### src/rtl/zetas_addr_gen.sv
// Twiddle-address sequencer for the NTT unit: walks every butterfly layer of a
// Kyber or Dilithium (inverse) NTT and emits zetas ROM addresses and coefficient indices.
module zetas_addr_gen #(
    parameter int unsigned ADDR_WIDTH = 8,
    parameter int unsigned LAYER_GAP  = 0
) (
    input  logic                  clk_i,
    input  logic                  rstn_i,
    input  logic                  start_i,
    input  logic                  selKD_i,
    input  logic                  selNTT_i,
    input  logic                  ready_i,
    output logic                  valid_o,
    output logic                  selKD_o,
    output logic                  selNTT_o,
    output logic [ADDR_WIDTH-1:0] addrX_o,
    output logic [ADDR_WIDTH-1:0] addrY_o,
    output logic [ADDR_WIDTH-1:0] coefX_o,
    output logic [ADDR_WIDTH-1:0] coefY_o,
    output logic [2:0]            layer_o,
    output logic                  busy_o,
    output logic                  done_o
);

    typedef enum logic [1:0] {
        ST_IDLE,
        ST_RUN,
        ST_GAP,
        ST_DONE
    } state_t;

    state_t      state_q, state_d;
    logic        kyber_q, kyber_d;
    logic        ntt_q, ntt_d;
    logic [2:0]  layer_q, layer_d;
    logic [6:0]  beat_q, beat_d;
    logic [3:0]  gap_q, gap_d;
    logic        valid_d, busy_d, done_d;
    logic        last_beat, last_layer;
    logic [2:0]  next_layer;
    logic [6:0]  n_x, n_y;
    logic [ADDR_WIDTH-1:0] addr_x_d, addr_y_d, coef_x_d, coef_y_d;

    // Zeta index: forward walks 2^s + g, inverse walks the same table backwards.
    function automatic logic [ADDR_WIDTH-1:0] zeta_idx(input logic [6:0] n,
                                                        input logic [2:0] s,
                                                        input logic       fwd);
        logic [8:0] grp;
        logic [8:0] base;
        grp  = {2'b00, n >> (3'd7 - s)};
        base = 9'd1 << s;
        if (fwd)
            zeta_idx = ADDR_WIDTH'(base + grp);
        else
            zeta_idx = ADDR_WIDTH'((base << 1) - 9'd1 - grp);
    endfunction

    // Lower coefficient index: butterfly number with a 0 inserted at bit 7-s.
    function automatic logic [ADDR_WIDTH-1:0] coef_idx(input logic [6:0] n,
                                                        input logic [2:0] s);
        logic [15:0] hi;
        logic [15:0] lo;
        logic [15:0] mask;
        hi       = {9'd0, n >> (3'd7 - s)} << (4'd8 - {1'b0, s});
        mask     = (16'd128 >> s) - 16'd1;
        lo       = {9'd0, n} & mask;
        coef_idx = ADDR_WIDTH'(hi | lo);
    endfunction

    assign last_beat  = (beat_q == (kyber_q ? 7'd63 : 7'd127));
    assign last_layer = ntt_q ? (layer_q == (kyber_q ? 3'd6 : 3'd7)) : (layer_q == 3'd0);
    assign next_layer = ntt_q ? (layer_q + 3'd1) : (layer_q - 3'd1);

    always_comb begin
        state_d = state_q;
        kyber_d = kyber_q;
        ntt_d   = ntt_q;
        layer_d = layer_q;
        beat_d  = beat_q;
        gap_d   = gap_q;
        valid_d = 1'b0;
        busy_d  = 1'b0;
        done_d  = 1'b0;
        case (state_q)
            ST_IDLE: begin
                if (start_i) begin
                    kyber_d = selKD_i;
                    ntt_d   = selNTT_i;
                    layer_d = selNTT_i ? 3'd0 : (selKD_i ? 3'd6 : 3'd7);
                    beat_d  = '0;
                    state_d = ST_RUN;
                    valid_d = 1'b1;
                    busy_d  = 1'b1;
                end
            end
            ST_RUN: begin
                busy_d  = 1'b1;
                valid_d = 1'b1;
                if (valid_o && ready_i) begin
                    if (last_beat) begin
                        beat_d = '0;
                        if (last_layer) begin
                            state_d = ST_DONE;
                            valid_d = 1'b0;
                            busy_d  = 1'b0;
                            done_d  = 1'b1;
                        end else begin
                            layer_d = next_layer;
                            if (LAYER_GAP != 0) begin
                                state_d = ST_GAP;
                                gap_d   = '0;
                                valid_d = 1'b0;
                            end
                        end
                    end else begin
                        beat_d = beat_q + 7'd1;
                    end
                end
            end
            ST_GAP: begin
                busy_d = 1'b1;
                if ({28'd0, gap_q} + 32'd1 >= LAYER_GAP) begin
                    state_d = ST_RUN;
                    valid_d = 1'b1;
                end else begin
                    gap_d = gap_q + 4'd1;
                end
            end
            ST_DONE: begin
                state_d = ST_IDLE;
            end
            default: begin
                state_d = ST_IDLE;
            end
        endcase

        // Kyber pairs butterfly b (lane X) with b+64 (lane Y); Dilithium uses lane Y only.
        n_x      = {1'b0, beat_d[5:0]};
        n_y      = kyber_d ? {1'b1, beat_d[5:0]} : beat_d;
        addr_x_d = (valid_d && kyber_d) ? zeta_idx(n_x, layer_d, ntt_d) : '0;
        coef_x_d = (valid_d && kyber_d) ? coef_idx(n_x, layer_d) : '0;
        addr_y_d = valid_d ? zeta_idx(n_y, layer_d, ntt_d) : '0;
        coef_y_d = valid_d ? coef_idx(n_y, layer_d) : '0;
    end

    always_ff @(posedge clk_i or negedge rstn_i) begin
        if (!rstn_i) begin
            state_q  <= ST_IDLE;
            kyber_q  <= 1'b0;
            ntt_q    <= 1'b0;
            layer_q  <= '0;
            beat_q   <= '0;
            gap_q    <= '0;
            valid_o  <= 1'b0;
            selKD_o  <= 1'b0;
            selNTT_o <= 1'b0;
            addrX_o  <= '0;
            addrY_o  <= '0;
            coefX_o  <= '0;
            coefY_o  <= '0;
            layer_o  <= '0;
            busy_o   <= 1'b0;
            done_o   <= 1'b0;
        end else begin
            state_q  <= state_d;
            kyber_q  <= kyber_d;
            ntt_q    <= ntt_d;
            layer_q  <= layer_d;
            beat_q   <= beat_d;
            gap_q    <= gap_d;
            valid_o  <= valid_d;
            selKD_o  <= busy_d & kyber_d;
            selNTT_o <= busy_d & ntt_d;
            addrX_o  <= addr_x_d;
            addrY_o  <= addr_y_d;
            coefX_o  <= coef_x_d;
            coefY_o  <= coef_y_d;
            layer_o  <= busy_d ? layer_d : 3'd0;
            busy_o   <= busy_d;
            done_o   <= done_d;
        end
    end

endmodule

### config.mk
export PLATFORM = sky130hd
export DESIGN_NAME = zetas_addr_gen
export DESIGN_NICKNAME = d
export VERILOG_FILES = /design/src/rtl/zetas_addr_gen.sv
export SDC_FILE = /design/constraint.sdc
export NUM_CORES = 1
export LEC_CHECK = 0
export BUFFER_PORTS_ARGS = -buffer_cell sky130_fd_sc_hd__buf_2
export CORE_MARGIN = 8
export CORE_UTILIZATION = 55
export DETAILED_ROUTE_END_ITERATION = 6
export GPL_TIMING_DRIVEN = 0
export PLACE_DENSITY = 0.78
export SETUP_SLACK_MARGIN = 0.05
export SYNTH_ARGS = -nofsm -noshare
export SYNTH_HDL_FRONTEND = slang
export SYNTH_SLANG_ARGS = --single-unit
### constraint.sdc
create_clock -name clk_i -period 5.9 [get_ports clk_i]
set_input_delay 1.18 -clock clk_i [delete_from_list [all_inputs] [get_ports clk_i]]
set_output_delay 1.18 -clock clk_i [all_outputs]
set_load 0.02 [all_outputs]
==> After elaboration in Yosys (flattened, before gate mapping) <==
Index checks and enable logic that the tools add are counted.
{ "totals": {"ff_bits": 58, "inputBits": 6, "out_inout_bits": 40} }
{ "classes": {"n_addsub": 13, "n_lt_le_gt_ge": 1, "eq_ne": 10, "shifts": 6, "mux": 44, "bitwise_logic": 7, "n_reduce_logical": 6} }
{ "op_table": {"columns": ["op", "n"], "rows": [
  ["two-way mux 8 bit", 6],
  ["two-way mux 7 bit", 5],
  ["two-way mux 3 bit", 7],
  ["adder 8 x 7 -> 8 bit", 2],
  ["two-way mux 1 bit", 16],
  ["OR 8 bit", 2],
  ["left shift 7 x 4 -> 8 bit", 2],
  ["subtractor 8 x 1 -> 8 bit, second input constant", 2],
  ["subtractor 8 x 7 -> 8 bit", 2],
  ["one-hot mux 7 bit (2 select lines)", 1],
  ["two-way mux 2 bit", 5],
  ["inequality test 2 bit, second input constant", 5],
  ["AND 6 x 8 -> 8 bit", 1],
  ["AND 7 x 8 -> 8 bit", 1],
  ["one-hot mux 2 bit (4 select lines)", 1],
  ["left shift 1 x 3 -> 8 bit, first input constant", 1],
  [">> shifter 8 x 3 -> 8 bit, first input constant", 1],
  ["adder 7 x 1 -> 7 bit, second input constant", 1],
  ["== test 7 bit", 1],
  [">> shifter 6 x 3 -> 7 bit", 1],
  [">> shifter 7 x 3 -> 7 bit", 1],
  ["one-hot mux 1 bit (3 select lines)", 2],
  ["one-hot mux 3 bit (2 select lines)", 1],
  ["adder 4 x 1 -> 5 bit, second input constant", 1],
  ["other kinds (16)", 19]
]} }

==> Depth between registers and ports, before layout <==
Gate-level depths: netlist (run 1).
{ "depth": {"depth_word": 12, "depth_mapped": 24, "depth_no_buf": 21} }

==> Worst setup path after synthesis (run 1) <==
Ideal clock, no wire load.
{ "synth_timing": {"path_kind": "input -> register", "from": "input ready_i", "to": "register addrY_o[7]", "t_arrival_ns": 5.056, "slack_ns": 0.708, "stages": 22, "path_buffers": 3, "cell_sequence": "and2_1 -> clkbuf_1 -> and4_1 -> clkbuf_1 -> and4_1 -> nor3_4 -> clkbuf_1 -> ha_1 -> inv_1 -> nor2_1 -> inv_1 -> ha_1 -> inv_1 -> ha_1 -> o21a_1 -> o21a_1 -> o21ai_0 -> a21boi_0 -> o21ai_0 -> a211o_1 -> nand3_1 -> a21oi_1"} }
{ "synth_between": {"elab_chain_len": 8} }
{ "synth_rtl": {"columns": ["item", "line_no", "rtl"], "rows": [
  ["start, declared", "12", "input logic ready_i,"],
  ["logical AND 1 bit (*)", "99", "if (valid_o && ready_i) begin"],
  ["two-way mux 3 bit (*)", "99", null],
  ["one-hot mux 3 bit (2 select lines) (*)", "84", "case (state_q)"],
  ["named net layer_d[0]", "35", "logic [2:0] layer_q, layer_d;"],
  ["left shift 1 x 3 -> 8 bit or subtractor 3 bit (tied branches)", "51, 50", null],
  ["subtractor 8 x 1 -> 8 bit or >> shifter 7 x 3 -> 7 bit (tied branches)", "55, 50", null],
  ["subtractor 8 x 7 -> 8 bit or adder 8 x 7 -> 8 bit (tied branches)", "55, 53", null],
  ["two-way mux 8 bit (*)", "52", "if (fwd)"],
  ["two-way mux 8 bit (*)", "142", "addr_y_d = valid_d ? zeta_idx(n_y, layer_d, ntt_d) : '0;"],
  ["named net addr_y_d[7]", "42", "logic [ADDR_WIDTH-1:0] addr_x_d, addr_y_d, coef_x_d, coef_y_d;"],
  ["end signal, assigned", "175", "addrY_o <= addr_y_d;"],
  ["end, declared", "17", "output logic [ADDR_WIDTH-1:0] addrY_o,"]
]} }
The timed path passes the listed nets; every way through them passes the cells marked *.
A chain may end at the register's enable or synchronous reset.

==> Final worst setup path (run 1) <==
{ "layout_timing": {"from": "register layer_q[0]", "to": "register addrY_o[7]"} }
{ "layout_between": {"elab_chain_len": 11} }
{ "layout_rtl": {"columns": ["item", "line_no", "rtl"], "rows": [
  ["start, declared", "35", null],
  ["start signal, assigned", "168", "layer_q <= layer_d;"],
  ["subtractor 3 x 1 -> 3 bit (tied with other cells)", "72", "assign next_layer = ntt_q ? (layer_q + 3'd1) : (layer_q - 3'd1);"],
  ["two-way mux 3 bit or two-way mux 1 bit (tied branches)", "72, 71", null],
  ["two-way mux 3 bit (*)", "102", "if (last_layer) begin"],
  ["two-way mux 3 bit (*)", "100", "if (last_beat) begin"],
  ["two-way mux 3 bit (*)", "99", null],
  ["one-hot mux 3 bit (2 select lines) (*)", "84", null],
  ["named net layer_d[2]", "35", null],
  ["left shift 1 x 3 -> 8 bit or subtractor 3 bit (tied branches)", "51, 50", null],
  ["subtractor 8 x 1 -> 8 bit or >> shifter 7 x 3 -> 7 bit (tied branches)", "55, 50", null],
  ["subtractor 8 x 7 -> 8 bit or adder 8 x 7 -> 8 bit (tied branches)", "55, 53", null],
  ["two-way mux 8 bit (*)", "52", null],
  ["two-way mux 8 bit (*)", "142", null],
  ["named net addr_y_d[7]", "42", null]
]} }
Marks and branches as above.

==> flow_summary.yaml, run 1 <==
sta:
  final-setup-viol-count: 0
  layout_min_cycle_time_ps: 5580
  achievable-frequency_mhz: 179
  final_min_period_over_clock_period_pct: 94.6
  clock_skew_ps: 11.0
  report.final.slew_viol_count: 0
  fin_ws_ps: 318
  relSlewSlack_pct: 30.8
  tightestPinTransition_ps: 1040
  hold_viol: 0
  grt_setup_unrepaired: "false"
  totalNegativeSetupSlack_ps: 0
logic_synthesis:
  yosys_warnings: 0
  syn_area_per_cell_um2: 8.32
  syn_area_um2: 4600
  mappedNetlistNets: 595
  synth-xor-area-share_pct: 4.57
  synth_cells: 553
  synthMuxAreaShare_pct: 1.31
  yosys.area_share.simple_pct: 20.0
  dominant_combinational_cell_family_by_area_after_synthesis: "compound AO/OA/AOI/OAI gates"
  synthDistinctLibCells: 73
  area_fraction_in_compound_gates_after_synthesis_pct: 27.9
  synth_flop_cell: "dfrtp_1"
  postSynthRegisterBits: 53
  yosys.area_share.adder_pct: 10.3
  yosysSeqAreaShare_pct: 28.8
  synth_edf_count: 0
  postSynth.asyncResetShare_pct: 100
clocking:
  clock_tree.root_cell: "clkbuf_8"
  clock_buffer_count_from_cts: 5
  clock_sink_count: 53
  clock_latency_ps: 310
  htree_num_levels: 2
  clk_transition_reported_paths_ps: 100
  cts_tree: "yes"
  clockBufferDepth: 2
die:
  floorplan.die_area_um2: 11500
  horiz_die_dim_um: 107
  core_area_um2: 8180
  die_h_um: 107
  ios: 46
  placement_rows: 33
  initial_core_util_pct: 56.3
finish:
  antenna_cells_inserted: 0
  nNetsFinal: 646
  drive_gt1_share_pct: 15.9
  area_delta_synth_final_pct: 10.8
  layout_commonest_cell: "dfrtp_1"
  final_cell_count_no_fill: 710
  layout_common_cells: "dfrtp_1 (53), buf_2 (49), nand2_1 (48), a21oi_1 (44), inv_1 (40)"
  fin_util_pct: 62.4
power_and_ir_drop:
  finalPower_mw: 1.83
  switching_share_pct: 47.4
  clockPowerShare_pct: 14.1
  max-vdd-ir-drop_mv: 0.178
  internal_power_mw: 0.963
  seq_power_share_pct: 27.7
  power.share.combinational_pct: 58.3
  p_leak_nw: 2.36
  switchingPower_mw: 0.867
  power.density_cell_area_nw_per_um2: 359
placed_design:
  post-place-ws_ps: -387
  place.gp.congestion: 0.945
  port-buffer-count: 45
  detailed_place_hpwl_mm: 11.0
  dpl.cell_count: 703
setup_path:
  path_buf_inv: 8
  timing.critical_path.required_ps: 6130
  critical_path_class: "register to register"
  critical_path_peak_fanout: 10
  critical_path.slowest_cell: "or4_4"
  endpoint_kind: "register"
  critical_path.cell_chain: "buf_2, inv_1, fa_1, xnor2_1, or4_4, o211a_1, nor2_4, inv_2, buf_6, buf_4, buf_2, nor2_1, inv_1, ha_1, inv_1, ha_1, o21a_1, o21a_1, o21ai_0, a21boi_0, o21ai_0, a211o_1, nand3_1, a21oi_1"
  ff2ff_setup_slack_ps: 320
  timing.critical_path.slowest_cell_delay_ps: 550
  worst_setup_path_start_kind: "register"
  wp_data_arrival_ps: 5810
  cpMostUsedCell: "inv_1"
  crit_family: "compound AO/OA/AOI/OAI gates"
grt:
  grt_start_max_net_pins: 54
  grt_use_total_pct: 24.9
  number_of_antenna_violations_at_the_first_check_in_global_routing: 0
  via_count_of_the_first_global_routing_pass: 4527
  sum_of_overflow_across_all_layers_after_global_routing: 0
  grt_first_pass_wirelength_mm: 23.1
drt:
  firstDrtPassIters: 5
  routed_wirelength_mm: 14.4
  num_vias: 4560
  route.detailed.wl_per_inst_um: 20.2
  antenna_violating_nets_post_route: 0
  routed_via_density: 6.42
  drt_first_iter_violations: 382
  detail_route.drc_violations: 0
run_status:
  status: "finished clean"
hold_path:
  hold_path.class: "register to register"
job:
  cap_viol_max_count: 0
[repair_timing]
item,in CTS,in global routing
buffers inserted,0,0
resized for setup,1,10
hold buffers,0,0
pin swaps,0,3
endpoints found under the setup margin,2,5
[state kept, by name, summed over array words and instances, names as in the netlist]
signal    count
kyber_q       1
layer_o       3
selNTT_o      1
addrX_o       8
coefX_o       8
done_o        1
busy_o        1
beat_q        7
ntt_q         1
addrY_o       8
coefY_o       8
layer_q       3
state_q       2
selKD_o       1
[worst reg2reg max path: cells and delay by family (launching register included)]
family | cells | cell delay [ps]
adder cells (fa/ha/maj) | 3 | 1040
XOR/XNOR | 1 | 160
AND/OR/NAND/NOR | 4 | 1100
buffers and inverters | 8 | 1150
flip-flops | 1 | 340
AO/OA/AOI/OAI | 8 | 1720
[cell type report]
cell class                 count  area (µm²)
buffer                        32         159
multi-input combinational    422        2970
fill                         765        3080
sequential                    53        1330
clock buffer                   5        68.8
timing repair buffer          45         228
clock inverter                 3        43.8
tap                          105         131
inverter                      45         169
[synth_stat cells (4+ instances only)]
cell type,count,share of area [%]
o21ai_0,24,2.6
o21bai_1,6,0.98
inv_1,40,3.3
and2_1,5,0.68
ha_1,33,9.0
a32oi_1,4,0.76
o31ai_1,5,0.82
inv_2,4,0.33
nand2_1,48,3.9
a21o_1,8,1.3
and3_1,5,0.68
xnor2_1,15,2.9
a211oi_1,8,1.3
nand3_1,19,2.1
nand4_1,12,1.6
mux2i_1,6,1.3
nor3_1,10,1.1
xor2_1,9,1.7
nand2b_1,8,1.1
nor2b_1,8,1.1
clkbuf_1,22,1.8
dfrtp_1,53,29
a21oi_1,44,4.8
o211ai_1,13,2.1
o2111ai_1,8,1.5
nor2_1,38,3.1
buf_2,5,0.54
a31oi_1,9,1.2
o21a_1,9,1.5
[through the flow]
stage	hold slack [ps]	cell area [µm²]
after floorplan	527	4600
after global placement	622	4960
after detailed placement	627	4960
after CTS	653	5070
after global routing	695	5100
final	651	5100
[cell families (layout without fill, tap and decap cells)]
family / after synthesis / count (layout)
AND/OR/NAND/NOR: 177 / 177
AO/OA/AOI/OAI: 179 / 179
multiplexers: 6 / 6
flip-flops: 53 / 53
adder cells (fa/ha/maj): 36 / 36
XOR/XNOR: 24 / 24
buffers and inverters: 78 / 130
[power by group through the flow]
stage	Sequential [mW]	Combinational [mW]	Clock, mW
3_3_place_gp	0.507	1.01	0
2_1_floorplan	0.608	0.641	0
6_report	0.506	1.07	0.257
3_5_place_dp	0.513	1.04	0
5_1_grt	0.517	1.16	0.273
4_1_cts	0.506	1.05	0.264
[worst paths after layout]
kind,start,endpoint,cells after the start
min in group asynchronous,rstn_i,addrX_o[6]$_DFF_PN0_,1
min,beat_q[1]$_DFF_PN0_,beat_q[1]$_DFF_PN0_,2
max reg2reg,layer_q[0]$_DFF_PN0_,addrY_o[7]$_DFF_PN0_,24
max,layer_q[0]$_DFF_PN0_,addrY_o[7]$_DFF_PN0_,24
max in group asynchronous,rstn_i,addrX_o[3]$_DFF_PN0_,1
min reg2reg,beat_q[1]$_DFF_PN0_,beat_q[1]$_DFF_PN0_,2
[per-layer routing]
metal  part of all wire, %  vias up  GRT usage (%)
li1                      -     2125              -
met1                    41     2190           29.8
met2                    48      202           42.9
met3                   7.7       43           4.43
met4                   3.3        0           10.4
met5                     0        -              0
(Power assumes the default switching activity.)
==> run 2, diff against run 1 <==
--- a/config.mk
+++ b/config.mk
@@ -8,6 +8,7 @@
 export BUFFER_PORTS_ARGS = -buffer_cell sky130_fd_sc_hd__buf_2
 export CORE_MARGIN = 8
 export CORE_UTILIZATION = 55
+export CTS_BUF_LIST = sky130_fd_sc_hd__clkbuf_16
 export DETAILED_ROUTE_END_ITERATION = 6
 export GPL_TIMING_DRIVEN = 0
 export PLACE_DENSITY = 0.78
==> flow_summary.yaml, run 2 (synthesis results as in run 1) <==
run_status:
  status: "finished clean"
setup_path:
  critical_path_class: "register to register"
  ff2ff_setup_slack_ps: 280
  worstReg2RegEnd: "addrY_o[7]$_DFF_PN0_"
  critical_path_peak_fanout: 10
  wp_data_arrival_ps: 5820
  reg2reg_from: "layer_q[0]$_DFF_PN0_"
  worst_r2r_path_depth: 24
  worst_setup_path_start_kind: "register"
  timing.critical_path.required_ps: 6110
  endpoint_kind: "register"
  worst_setup_path_startpoint: "layer_q[0]$_DFF_PN0_"
finish:
  layout_commonest_cell: "dfrtp_1"
  layout_common_cells: "dfrtp_1 (53), buf_2 (49), nand2_1 (48), a21oi_1 (44), inv_1 (40)"
  fillers: 757
  antenna_cells_inserted: 0
  drive_gt1_share_pct: 15.9
  nNetsFinal: 646
  final_cell_count_no_fill: 710
  area_delta_synth_final_pct: 12.0
sta:
  relSlewSlack_pct: 31.2
  final_min_period_over_clock_period_pct: 95.2
  achievable-frequency_mhz: 178
  report.final.slew_viol_count: 0
  clock_skew_ps: 8.24
  hold_viol: 0
  fin_ws_ps: 283
  layout_min_cycle_time_ps: 5620
  tightestPinTransition_ps: 1030
  grt_setup_unrepaired: "false"
  final-setup-viol-count: 0
hold_path:
  hold_path.class: "register to register"
  worstHoldPathCells: 2
  worstHoldEndpoint: "beat_q[1]$_DFF_PN0_"
  worst_hold_startpoint: "beat_q[1]$_DFF_PN0_"
die:
  core_area_um2: 8180
  horiz_die_dim_um: 107
  initial_core_util_pct: 56.3
  floorplan.die_area_um2: 11500
  die_h_um: 107
  ios: 46
  placement_rows: 33
power_and_ir_drop:
  finalPower_mw: 1.91
  max-vdd-ir-drop_mv: 0.179
  clockPowerShare_pct: 17.7
  switchingPower_mw: 0.876
  seq_power_share_pct: 26.5
  power.density_cell_area_nw_per_um2: 371
  power.share.combinational_pct: 55.8
  p_leak_nw: 2.39
  switching_share_pct: 45.8
  internal_power_mw: 1.04
drt:
  antenna_violating_nets_post_route: 0
  routed_wirelength_mm: 14.5
  detail_route.drc_violations: 0
  num_vias: 4538
  routed_via_density: 6.39
  route.detailed.wl_per_inst_um: 20.4
  firstDrtPassIters: 6
  drt_first_iter_violations: 424
clocking:
  postCtsSetupBuffers: 0
  clk_transition_reported_paths_ps: 70
  cts_tree: "yes"
  htree_num_levels: 2
  clock_latency_ps: 290
  clockBufferDepth: 2
  clock_tree.root_cell: "clkbuf_16"
  clock_buffer_count_from_cts: 5
  clock_sink_count: 53
  cts_hold_buf: 0
grt:
  via_count_of_the_first_global_routing_pass: 4534
  grt_use_total_pct: 24.9
  grt_first_pass_wirelength_mm: 23.0
  number_of_antenna_violations_at_the_first_check_in_global_routing: 0
  grt_start_max_net_pins: 54
  sum_of_overflow_across_all_layers_after_global_routing: 0
placed_design:
  place.gp.congestion: 0.945
  post-place-ws_ps: -387
  port-buffer-count: 45
  dpl.cell_count: 703
  detailed_place_hpwl_mm: 11.0
job:
  cap_viol_max_count: 0
-- run 2: changes by cell type in the layout (fill, tap and decap cells not counted) --
| cell | previous run | this run |
|---|---|---|
| clkbuf_16 | 0 | 5 |
| clkbuf_8 | 5 | 0 |
-- run 2: per-layer routing --
metal	GRT usage [%]	up-vias	share of wire (%)	wire [µm]
li1	-	2126	-	-
met1	30.0	2166	41	5990
met2	42.7	200	48	6910
met3	4.13	46	7.2	1040
met4	10.7	0	3.7	529
met5	0	-	0	0
-- run 2: final cells by class --
class | count | area [µm²] | share of cell area [%]
Multi-Input combinational cell | 422 | 2970 | 57.7
Clock inverter | 3 | 43.8 | 0.850
Sequential cell | 53 | 1330 | 25.7
Timing Repair Buffer | 45 | 228 | 4.42
Tap cell | 105 | 131 | 2.55
Clock buffer | 5 | 125 | 2.43
Inverter | 45 | 169 | 3.28
Buffer | 32 | 159 | 3.08
-- run 2: critical path, cell delays in order, from the launching register on --
cell and delay, ps:
dfrtp_1 330, buf_2 200, inv_1 110, fa_1 410
xnor2_1 160, or4_4 540, o211a_1 360, nor2_4 260
inv_2 90, buf_6 150, buf_4 180, buf_2 190
nor2_1 230, inv_1 170, ha_1 300, inv_1 50
ha_1 320, o21a_1 140, o21a_1 190, o21ai_0 280
a21boi_0 180, o21ai_0 260, a211o_1 180, nand3_1 80
a21oi_1 170
-- run 2: metrics by stage --
step / area, µm² / util [%] / setup TNS [ps] / hold WS [ps]
2_1_floorplan: 4600 / - / 0 / 527
3_3_place_gp: 4960 / 60.7 / -930 / 622
3_5_place_dp: 4960 / 60.7 / -1280 / 627
4_1_cts: 5130 / 62.7 / 0 / 647
5_1_grt: 5150 / 63.1 / 0 / 688
6_report: 5150 / 63.1 / 0 / 642
-- run 2: how the worst max path moves through the flow --
stage / endpoint / slack [ps] / cells past startpoint
after floorplan: addrY_o[7]$_DFF_PN0_ / 710 / 22
after global placement: addrY_o[7]$_DFF_PN0_ / -320 / 22
after detailed placement: addrY_o[7]$_DFF_PN0_ / -390 / 22
after CTS: addrY_o[7]$_DFF_PN0_ / 150 / 22
after global routing: addrY_o[7]$_DFF_PN0_ / 70 / 23
final: addrY_o[7]$_DFF_PN0_ / 280 / 24
-- run 2: repair_timing --
item / in CTS / in global routing
pin swaps: 0 / 2
endpoints found under the setup margin: 2 / 5
gates resized for setup: 1 / 10
-- run 2: power groups by stage --
stage          clock (mW)  sequential [mW]  combinational (mW)
6_report            0.339            0.507                1.07
3_5_place_dp            0            0.513                1.04
5_1_grt             0.357            0.518                1.16
2_1_floorplan           0            0.608               0.641
3_3_place_gp            0            0.507                1.01
4_1_cts             0.347            0.507                1.05
